## src/rtl/rcs_34bit_serial_pkg.sv

```systemverilog
// rcs_pkg: shared declarations for the digit-serial ripple-borrow subtractor.
//   state_t   - controller state encoding (IDLE / BUSY / DONE)
//   ndig      - number of digits (clock cycles) needed for a WIDTH-bit operand
//   width_ok  - legality check: WIDTH must be a non-zero multiple of DIGIT
package rcs_pkg;

  typedef enum logic [1:0] {
    IDLE = 2'd0,
    BUSY = 2'd1,
    DONE = 2'd2
  } state_t;

  // Digits processed per operation.
  function automatic int ndig(input int width, input int digit);
    return width / digit;
  endfunction

  // True when the operand splits evenly into whole digits.
  function automatic bit width_ok(input int width, input int digit);
    return (digit > 32'sd0) && (width >= digit) && ((width % digit) == 32'sd0);
  endfunction

endpackage

```

## src/rtl/rcs_34bit_serial_full_subtractor.sv

```systemverilog
// full_subtractor: one-bit subtractor cell computing i_bit1 - i_bit2 - i_borrow.
// Ports:
//   i_bit1   minuend bit
//   i_bit2   subtrahend bit
//   i_borrow borrow in from the next-lower bit
//   o_diff   difference bit
//   o_borrow borrow out to the next-higher bit
module full_subtractor (
  input  logic i_bit1,
  input  logic i_bit2,
  input  logic i_borrow,
  output logic o_diff,
  output logic o_borrow
);

  assign o_diff   = i_bit1 ^ i_bit2 ^ i_borrow;
  // Borrow when 0-1, or when the bits are equal and a borrow arrives.
  assign o_borrow = (~i_bit1 & i_bit2) | (~(i_bit1 ^ i_bit2) & i_borrow);

endmodule

```

## src/rtl/rcs_34bit_serial.sv

```systemverilog
// rcs_34bit_serial: digit-serial ripple-borrow subtractor.
// Subtracts two unsigned WIDTH-bit operands DIGIT bits per clock and returns
// {borrow_out, difference}, i.e. the low WIDTH+1 bits of {0,a} - {0,b}.
// Ports:
//   i_clk        clock, rising-edge
//   i_rst        asynchronous active-high reset
//   i_valid      operands valid (sampled only in IDLE)
//   o_ready      ready for operands (high only in IDLE)
//   i_sub_term1  minuend a
//   i_sub_term2  subtrahend b
//   o_valid      result valid (high only in DONE)
//   i_ready      downstream accepts the result
//   o_result     {borrow_out, difference}
module rcs_34bit_serial
  import rcs_pkg::*;
#(
  parameter int WIDTH = 34,
  parameter int DIGIT = 2
) (
  input  logic             i_clk,
  input  logic             i_rst,
  input  logic             i_valid,
  output logic             o_ready,
  input  logic [WIDTH-1:0] i_sub_term1,
  input  logic [WIDTH-1:0] i_sub_term2,
  output logic             o_valid,
  input  logic             i_ready,
  output logic [WIDTH:0]   o_result
);

  localparam int NDIG  = ndig(WIDTH, DIGIT);
  localparam int CNT_W = (NDIG > 1) ? $clog2(NDIG) : 1;
  localparam logic [CNT_W-1:0] LAST_CNT = CNT_W'(NDIG - 1);

  if (!width_ok(WIDTH, DIGIT)) begin : g_bad_width
    $error("rcs_34bit_serial: WIDTH must be a multiple of DIGIT");
  end

  state_t             state;
  state_t             state_next;
  logic [WIDTH-1:0]   sh_a;
  logic [WIDTH-1:0]   sh_b;
  logic [WIDTH-1:0]   diff;
  logic               brw;
  logic [CNT_W-1:0]   cnt;

  // Borrow chain across the digit: chain_brw[k] feeds cell k.
  logic [DIGIT:0]     chain_brw;
  logic [DIGIT-1:0]   dig_diff;

  assign chain_brw[0] = brw;

  for (genvar k = 0; k < DIGIT; k++) begin : g_cell
    full_subtractor u_fs (
      .i_bit1   (sh_a[k]),
      .i_bit2   (sh_b[k]),
      .i_borrow (chain_brw[k]),
      .o_diff   (dig_diff[k]),
      .o_borrow (chain_brw[k+1])
    );
  end

  // State register.
  always_ff @(posedge i_clk or posedge i_rst) begin
    if (i_rst) begin
      state <= IDLE;
    end else begin
      state <= state_next;
    end
  end

  // Next-state decode; the final digit is processed on the cnt == NDIG-1 edge.
  always_comb begin
    state_next = state;
    case (state)
      IDLE: begin
        if (i_valid) begin
          state_next = BUSY;
        end else begin
          state_next = IDLE;
        end
      end
      BUSY: begin
        if (cnt == LAST_CNT) begin
          state_next = DONE;
        end else begin
          state_next = BUSY;
        end
      end
      DONE: begin
        if (i_ready) begin
          state_next = IDLE;
        end else begin
          state_next = DONE;
        end
      end
      default: state_next = IDLE;
    endcase
  end

  // Handshake outputs decoded from the state register only.
  always_comb begin
    o_ready = 1'b0;
    o_valid = 1'b0;
    case (state)
      IDLE:    o_ready = 1'b1;
      BUSY:    o_ready = 1'b0;
      DONE:    o_valid = 1'b1;
      default: o_ready = 1'b0;
    endcase
  end

  // Operand load, digit-serial subtraction and result accumulation.
  always_ff @(posedge i_clk or posedge i_rst) begin
    if (i_rst) begin
      sh_a <= '0;
      sh_b <= '0;
      diff <= '0;
      brw  <= 1'b0;
      cnt  <= '0;
    end else begin
      case (state)
        IDLE: begin
          if (i_valid) begin
            sh_a <= i_sub_term1;
            sh_b <= i_sub_term2;
            brw  <= 1'b0;
            cnt  <= '0;
          end
        end
        BUSY: begin
          sh_a <= sh_a >> DIGIT;
          sh_b <= sh_b >> DIGIT;
          // New digit enters at the top; after NDIG digits bit i sits at diff[i].
          diff <= {dig_diff, diff[WIDTH-1:DIGIT]};
          brw  <= chain_brw[DIGIT];
          cnt  <= cnt + 1'b1;
        end
        DONE: begin
          brw <= brw;
        end
        default: begin
          cnt <= '0;
        end
      endcase
    end
  end

  assign o_result = {brw, diff};

endmodule

```

## config.mk

```make
export PLATFORM = sky130hd
export DESIGN_NAME = rcs_34bit_serial
export DESIGN_NICKNAME = d
export VERILOG_FILES = /design/src/rtl/rcs_34bit_serial_pkg.sv /design/src/rtl/rcs_34bit_serial_full_subtractor.sv /design/src/rtl/rcs_34bit_serial.sv
export SDC_FILE = /design/constraint.sdc
export NUM_CORES = 1
export LEC_CHECK = 0
export CAP_MARGIN = 20
export CORE_ASPECT_RATIO = 0.6
export CORE_MARGIN = 2
export CORE_UTILIZATION = 30
export CTS_CLUSTER_SIZE = 28
export DETAILED_ROUTE_END_ITERATION = 8
export DONT_BUFFER_PORTS = 1
export HOLD_SLACK_MARGIN = 0.08
export PLACE_DENSITY = 0.51
export SYNTH_ARGS = -nofsm -noshare
export SYNTH_HDL_FRONTEND = slang
export SYNTH_SLANG_ARGS = --single-unit
export TNS_END_PERCENT = 5
```

## constraint.sdc

```tcl
create_clock -name i_clk -period 9.4 [get_ports i_clk]
set_clock_uncertainty 0.05 [all_clocks]
set_input_delay 1.88 -clock i_clk [delete_from_list [all_inputs] [get_ports i_clk]]
set_output_delay 1.88 -clock i_clk [all_outputs]
set_load 0.03 [all_outputs]
```

==> results_dict.tcl <==
set metrics [dict create \
    ys_types 27 \
    postLayoutCellArea_um2 5279 \
    tightest_slew_ns 0.8950 \
    endpoint_kind "output port" \
    fin_crit_sh_pct 37.59 \
    syn_inst 483 \
    netlist_area_um2 4913 \
    vias 3121 \
    path_delay_family "simple AND/OR/NAND/NOR gates" \
    clockRootBuffer "clkbuf_16" \
    drive_gt1_share_pct 5.319 \
    synth_top_area_cell "dfrtp_1" \
    avgSynthCellArea_um2 10.17 \
    worstSetupPathType "flop to output port" \
    ir_drop_uv 124.2 \
    ys_ff_latch 110 \
    dpl_cell_area_um2 4972 \
    io_buffers 0 \
    ctsHoldBuffers 0 \
    crit_chain "nor2b_1" \
    synth_edf_count 0 \
    grt_max_degree 105 \
    setup_viol_count_final 0 \
    drc 0 \
    die_w_um 169.2 \
    p_leak_nw 2.511 \
    dp_hpwl_mm 6.854 \
    io_pins 109 \
    routed_wl_mm 10.22 \
    cts_buffer_depth 2 \
    grt_first_pass_wirelength_mm 16.66 \
    mostFrequentLayoutCells "166 x nand2_1, 110 x dfrtp_1, 64 x mux2i_1" \
    maxSlewHeadroom_pct 40.33 \
    clk_latency_ns 0.35 \
    arrival_ns 1.60 \
    drtIter0Drc 147 \
    async_reset_ff_share_pct 100.0 \
    cts_tree "built" \
    ys_seq_area_share_pct 56.02 \
    cp.required_ns 7.47 \
    nets 541 \
    synth_top_area_share_pct 56.02 \
    slowest_stage "nor2b_1" \
    areaGrowthSynthToFinish_pct 7.436 \
    htree_levels 3 \
    grt_pass1_vias 3035 \
    finalSetupTns_ns 0 \
    via_per_inst 4.596 \
    yosys_warnings 0 \
    slew_viol_final 0 \
    p_per_area_nw_per_um2 379.3 \
    antenna_cells 0 \
    fmax_mhz 283.0 \
    cts-buffers-inserted 9 \
    period_needed_ns 3.534 \
    die_height_um 103.1 \
    cp_num_buf_inv 0 \
    track_usage_pct 12.25 \
    status "finished clean" \
    post-route-util_pct 32.74 \
    fillerInstances 1646 \
    antenna_found_initial 0 \
    cts.repair.resized 0 \
    overflow 0 \
    synth_nets 559 \
    row_count 36 \
    slowest_delay_ns 0.65 \
    drt_pre_antenna_iters 6 \
    post_cts_buffers 0 \
    initial_core_util_pct 30.47 \
    ys_top_cells_by_area "dfrtp_1 56%, mux2i_1 13%, nand2_1 13%" \
    synth-main-ff-cell "dfrtp_1" \
    clkSinkCount 110 \
    coreArea_um2 16130 \
    final_common_cell "nand2_1" \
    wl_per_cell_um 15.05 \
    critPathLaunchType "flop" \
    hold_viol 0 \
    crit_fanout 10 \
    clk_pin_slew_ns 0.08 \
    gp_congestion 0.7115 \
    drv_cap 0 \
    die_area_um2 17450 \
    hold_path_class "flop to flop" \
    ant_nets 0 \
    rsz0062_at_grt "false" \
]
[where the power goes]
| part | internal, mW | leakage [nW] | switching [mW] | total (mW) |
|---|---|---|---|---|
| combinational | 0.270 | 0.982 | 0.365 | 0.635 |
| sequential | 0.683 | 1.39 | 0.318 | 1.00 |
| clock | 0.184 | 0.141 | 0.183 | 0.366 |
| total | 1.14 | 2.51 | 0.866 | 2.00 |
[per-stage QoR]
step / setup WS, ns / std cells / hold slack [ns] / power (mW)
floorplan: 4.568 / 483 / 0.3992 / 1.565
global route: 5.784 / 679 / 0.4611 / 2.171
finish: 5.866 / 679 / 0.4317 / 2.002
CTS: 5.855 / 678 / 0.4384 / 2.041
global placement: 5.778 / 662 / 0.4123 / 1.626
detailed placement: 5.729 / 662 / 0.4200 / 1.666
[per-layer routing]
| layer | up-vias | GRT usage, % | wire, µm |
|---|---|---|---|
| li1 | 1555 | - | - |
| met4 | 0 | 3.550 | 89 |
| met2 | 88 | 18.56 | 4412 |
| met1 | 1470 | 15.61 | 4678 |
| met3 | 8 | 5.988 | 1037 |
| met5 | - | 0 | 0 |
[synthesized netlist by cell type, types with 2 or more instances]
cell	n
a21oi_1	4
a22o_1	5
buf_12	3
buf_2	17
buf_4	3
buf_6	6
clkbuf_1	3
dfrtp_1	110
fa_1	2
ha_1	2
inv_1	5
mux2i_1	64
nand2_1	166
nand3_1	2
nor2_1	3
nor2b_1	8
o21ai_0	32
o21ai_1	38
xnor2_1	2
[cells by family after synthesis]
| kind of cell | after synthesis | share of synthesized area [%] |
|---|---|---|
| AND/OR/NAND/NOR | 181 | 14.44 |
| adder cells (fa/ha/maj) | 4 | 1.324 |
| XOR/XNOR | 2 | 0.3566 |
| flip-flops | 110 | 56.02 |
| buffers and inverters | 38 | 5.500 |
| multiplexers | 65 | 13.27 |
| AO/OA/AOI/OAI | 83 | 9.091 |
[final timing paths]
path                            cells after the start  slack [ns]      from       end
min in group asynchronous                           1        1.36     i_rst   diff[1]
worst max register to register                      4        6.93  state[0]  sh_b[29]
worst min-delay path                                2        0.43  sh_a[14]  sh_a[14]
max in group asynchronous                           3        6.89     i_rst  sh_b[14]
worst min register to register                      2        0.43  sh_a[14]  sh_a[14]
worst max-delay path                                1        5.87  state[1]   o_valid
[sequential cells by signal, summed over array words and instances (netlist names)]
name and flops:
sh_b 34, brw 1, state 2, sh_a 34, cnt 5, diff 34
[cell type report]
type	instances	area [µm²]	area share, %
flip-flops and latches	110	2753	52.15
inverters	5	21.27	0.4029
clock buffers	9	225.2	4.266
multi-input cells	335	1914	36.26
well taps	209	261.5	4.954
clock inverters	7	53.80	1.019
repair buffers	4	50.05	0.9481
Note: power is estimated with default switching activity, not from simulation.
==> RTL edit 1: new RTL, same flow settings <==
`WIDTH`: 34 -> 30.
--- a/src/rtl/rcs_34bit_serial.sv
+++ b/src/rtl/rcs_34bit_serial.sv
@@ -16,3 +16,3 @@
 #(
-  parameter int WIDTH = 34,
+  parameter int WIDTH = 30,
   parameter int DIGIT = 2
Interface: changed (resized i_sub_term1, i_sub_term2 and o_result); port bits go from 109 to 97. No check against the original RTL was run, so the function may have changed too.
==> RTL edit 1 against the original RTL <==
Wire length is 11% lower. Critical endpoint unchanged. Non-clock buffer count stayed put. Combinational power is 32% lower. Hold slack better by 3.0 ps. Power is 19% lower. Count of clock-buffer cells in the layout is 2 higher. Worst setup slack better by 150 ps. Cell area is 11% lower. Largest power group unchanged. Sequential power is 15% lower. Sequential cell count is 13 lower. Cell count is 9.6% lower. Area after synthesis is 11% lower. Highest routed layer unchanged. Via count is 12% lower.
==> RTL edit 1: results (changes against the original RTL) <==
| Metric | Value |
|---|---|
| Routed len/inst | 14.80 um (-1.6%) |
| # resized after CTS | 0 (unchanged) |
| WP data arrival | 1450 ps (-150 ps) |
| Initial DRC Count | 190 (+29%) |
| Hpwl dp | 5969 um (-13%) |
| Ant diodes | 0 (unchanged) |
| Max rail drop VDD | 174.3 uV (+40%) |
| Headroom to the max-slew limit | 29.17% (-11 points) |
| Clk Latency, worst-skew pair | 340 ps |
| CP top delay family | simple AND/OR/NAND/NOR gates |
| Pint | 960.2 uW (-16%) |
| Longest Clk Path Bufs | 2 (unchanged) |
| Layout cells sized above 1 | 5.529% (+0.21 points) |
| Setup TNS | 0 ps (unchanged) |
| Vias/cell | 4.453 (-3.1%) |
| Num CTS Buffers | 9 (unchanged) |
| Unique masters post-synth | 27 (unchanged) |
| Syn nets | 493 (-12%) |
| Gr usage total | 12.40% (+0.15 points) |
| Ys async rst share | 100.0% (unchanged) |
| Initial DRT Pass Iterations | 5 (-1) |
| Ys Warns | 0 (unchanged) |
| Number of post-CTS setup repair buffers | 0 (unchanged) |
| R2R setup slack | 6560 ps (-370 ps) |
| Worst-path fanout max | 10 (unchanged) |
| Area contributors post-synth | dfrtp_1, mux2i_1, nand2_1 |
| Status | completed |
| CP max stage delay | 580 ps (-70 ps) |
| P_leak | 2.258 nW (-10%) |
| Root buffer cell | clkbuf_16 |
| Seq/Total Area, Yosys | 55.57% (-0.45 points) |
| Vias in the first global route | 2776 (-8.5%) |
| Largest registers | diff: 30 flops, sh_a: 30 flops, sh_b: 30 flops |
| Worst Hold Class | reg -> reg |
| Worst path slowest cell | nor2b_1 |
| Nets | 479 (-11%) |
| Synth cell count leaders | nand2_1, dfrtp_1, o21ai_1 |
| First-pass GRT wire length | 15080 um (-9.5%) |
| Port bufs | 0 (unchanged) |
| Largest net degree at the start of global routing | 115 (+9.5%) |
| H-tree levels | 3 (unchanged) |
| Gpl congestion | 0.7144 (+0.41%) |
| Worst-path clk slew | roughly 70 ps |
| Fill cells | 1494 (-9.2%) |
| Antenna violations before repair | 0 (unchanged) |
-- RTL edit 1: cell type report --
cell class	count	area share, %
sequential	97	51.86
multi-input combinational	294	35.93
tap	198	5.293
clock inverter	5	0.8554
timing repair buffer	4	0.6415
inverter	5	0.4544
clock buffer	11	4.972
-- RTL edit 1: power by group through the flow --
stage               clock network, mW  logic, mW  registers, mW
finish                          0.342      0.434          0.851
global route                    0.376      0.505          0.877
global placement                    0      0.424          0.854
detailed placement                  0      0.444          0.859
CTS                             0.356      0.444          0.853
floorplan                           0      0.422          0.809
-- RTL edit 1: cell families after synthesis --
family	count (synthesis)	share of synthesized area, %
compound gates	73	9.023
xor+xnor	2	0.4011
fa+ha+maj	4	1.489
buf+inv	34	6.159
flops	97	55.57
mux	57	13.09
simple gates	158	14.27
-- RTL edit 1: metrics by stage --
stage | hold slack (ps) | worst slack [ps] | cells | area [um2] | power, mW
finish | 434.6 | 6021 | 614 | 4681 | 1.626
global placement | 416.0 | 6215 | 598 | 4408 | 1.278
floorplan | 404.9 | 4936 | 425 | 4368 | 1.231
global route | 460.9 | 5934 | 614 | 4681 | 1.758
CTS | 440.2 | 5987 | 614 | 4681 | 1.653
detailed placement | 424.9 | 6163 | 598 | 4408 | 1.303
-- RTL edit 1: path summary, 6_finish.rpt --
| check | startpoint | to | cells after the start |
|---|---|---|---|
| setup / recovery | state[1] | o_valid | 1 |
| hold / removal | sh_b[20] | sh_b[20] | 2 |
| setup reg to reg | state[0] | sh_a[27] | 4 |
| hold reg to reg | sh_b[20] | sh_b[20] | 2 |
| max in group asynchronous | i_rst | sh_b[18] | 2 |
| min in group asynchronous | i_rst | diff[1] | 1 |
-- RTL edit 1: per-layer routing --
metal	routed length (um)	vias up	global-route usage, %
li1	-	1383	-
met3	566	4	4.951
met1	4715	1276	17.91
met2	3740	71	17.02
met4	66	0	3.465
met5	0	-	0
==> RTL edit 2: new RTL, same flow settings <==
Made on the original files. Encoding of `state_t`: now one-hot (3 bits for 3 states).
--- a/src/rtl/rcs_34bit_serial_pkg.sv
+++ b/src/rtl/rcs_34bit_serial_pkg.sv
@@ -6,6 +6,6 @@
 
-  typedef enum logic [1:0] {
-    IDLE = 2'd0,
-    BUSY = 2'd1,
-    DONE = 2'd2
+  typedef enum logic [2:0] {
+    IDLE = 3'b001,
+    BUSY = 3'b010,
+    DONE = 3'b100
   } state_t;
Behaviour: same outputs for any inputs over 10 cycles, from zero or initial values and one cycle with i_rst high; not proved beyond that.
==> RTL edit 2 against the original RTL <==
Area after synthesis down 2.8%. Cell area down 2.3%. Combinational power down 19%. Worst setup slack worse by 170 ps. First-iteration DRC count up 100%. Sequential cell count up 1. Global-route usage up 1.4 points. Wire length up 10%. Register-to-register slack better by 50 ps. Via count up 14%. Count of clock-buffer cells in the layout up 3. Critical path depth unchanged. Clock power up 5.7%. Power down 10%.
==> RTL edit 2: results (changes against the original RTL) <==
| Metric | Value |
|---|---|
| Status | completed |
| Clk Latency, worst-skew pair | 350 ps (about the same) |
| Seq/Total Area, Yosys | 58.17% (+2.1 points) |
| Area contributors post-synth | dfrtp_1, nand2_1, nor2_1 |
| Worst r2r dst | sh_a[0] |
| Ys Warns | 0 (unchanged) |
| Headroom to the max-slew limit | 34.12% (-6.2 points) |
| Largest registers | diff: 34 flops, sh_a: 34 flops, sh_b: 34 flops |
| Hold_sp | sh_a[22] |
| Reg2Reg Depth | 4 (unchanged) |
| Nets | 567 (+4.8%) |
| First-pass GRT wire length | 18430 um (+11%) |
| Root buffer cell | clkbuf_16 |
| Vias/cell | 5.073 (+10%) |
| Gr usage total | 13.67% (+1.4 points) |
| Final wirelength | 11280 um (+10%) |
| Worst-path clk slew | 80 ps (about the same) |
| Reg2reg start | state[0] |
| Worst path slowest cell | nor3b_1 |
| CP max stage delay | 800 ps (+150 ps) |
| Gpl congestion | 0.7575 (+6.5%) |
| Initial DRT Pass Iterations | 4 (-2) |
| Largest net degree at the start of global routing | 98 (-6.7%) |
| Syn nets | 593 (+6.1%) |
| Switching share of power | 39.93% (-3.3 points) |
| Worst Hold Endpoint | sh_a[22] |
| P_leak | 2.343 nW (-6.7%) |
| Number of post-CTS setup repair buffers | 0 (unchanged) |
| Ys async rst share | 100.0% (unchanged) |
| # resized after CTS | 0 (unchanged) |
| Worst-path fanout max | 9 (-1) |
| Vias in the first global route | 3507 (+16%) |
| Hpwl dp | 7071 um (+3.2%) |
| CP top delay family | simple AND/OR/NAND/NOR gates |
| R2R setup slack | 6980 ps (+50 ps) |
| Num CTS Buffers | 9 (unchanged) |
| Cell Area, Placed | 0.004858 mm2 (-2.3%) |
| Unique masters post-synth | 34 (+26%) |
| Ant diodes | 0 (unchanged) |
| Max rail drop VDD | 125.9 uV (+1.3%) |
| Antenna violations before repair | 0 (unchanged) |
| Port bufs | 0 (unchanged) |
| WHS Path Cells | 2 (unchanged) |
| Worst Hold Class | reg -> reg |
| Longest Clk Path Bufs | 2 (unchanged) |
| Initial DRC Count | 299 (+100%) |
| H-tree levels | 3 (unchanged) |
| Layout cells sized above 1 | 6.048% (+0.73 points) |
| WP data arrival | 1770 ps (+170 ps) |
| Synth cell count leaders | nand2_1, dfrtp_1, nor2_1 |
[RTL edit 2: cells by family after synthesis]
family / share of synthesized area, %
multiplexers: 0.2357
AND/OR/NAND/NOR: 22.81
buffers and inverters: 5.527
adder cells (fa/ha/maj): 1.362
AO/OA/AOI/OAI: 11.52
XOR/XNOR: 0.3668
flip-flops: 58.17
[RTL edit 2: layout make-up]
cell class / instances / area [um2]
sequential: 111 / 2779
inverter: 5 / 21.27
multi-input combinational: 360 / 1774
tap: 203 / 254.0
timing repair buffer: 4 / 30.03
clock inverter: 4 / 33.78
clock buffer: 12 / 266.5
fill: 1608 / 10300
[RTL edit 2: layer usage]
layer	vias up	part of all wire, %	global-route usage (%)
met5	-	0	0
li1	1677	-	-
met1	1740	47	18.11
met2	115	40	19.34
met3	14	11	7.581
met4	0	1.3	3.515
[RTL edit 2: power by group through the flow]
stage	combinational [mW]	sequential, mW	clock, mW
after global routing	0.602	0.925	0.423
final	0.516	0.898	0.387
after floorplan	0.468	0.848	0
after global placement	0.501	0.900	0
after CTS	0.526	0.897	0.403
after detailed placement	0.524	0.905	0
[RTL edit 2: how the worst max path moves through the flow]
stage               startpoint  slack, ps      end  cells after the start
detailed placement     i_valid       5920      brw                      4
CTS                   state[0]       5670  o_ready                      1
global route          state[0]       5640  o_ready                      1
global placement       i_valid       5980      brw                      4
finish                state[0]       5700  o_ready                      1
floorplan                i_rst       4540      brw                      1
[RTL edit 2: metrics by stage]
stage,worst slack [ps],hold WS (ps),cells,util [%]
6_report,5696,461.2,699,33.37
3_5_place_dp,5919,443.8,683,31.43
2_1_floorplan,4541,416.2,517,-
4_1_cts,5671,463.5,699,33.37
3_3_place_gp,5980,437.6,683,31.43
5_1_grt,5640,472.6,699,33.37
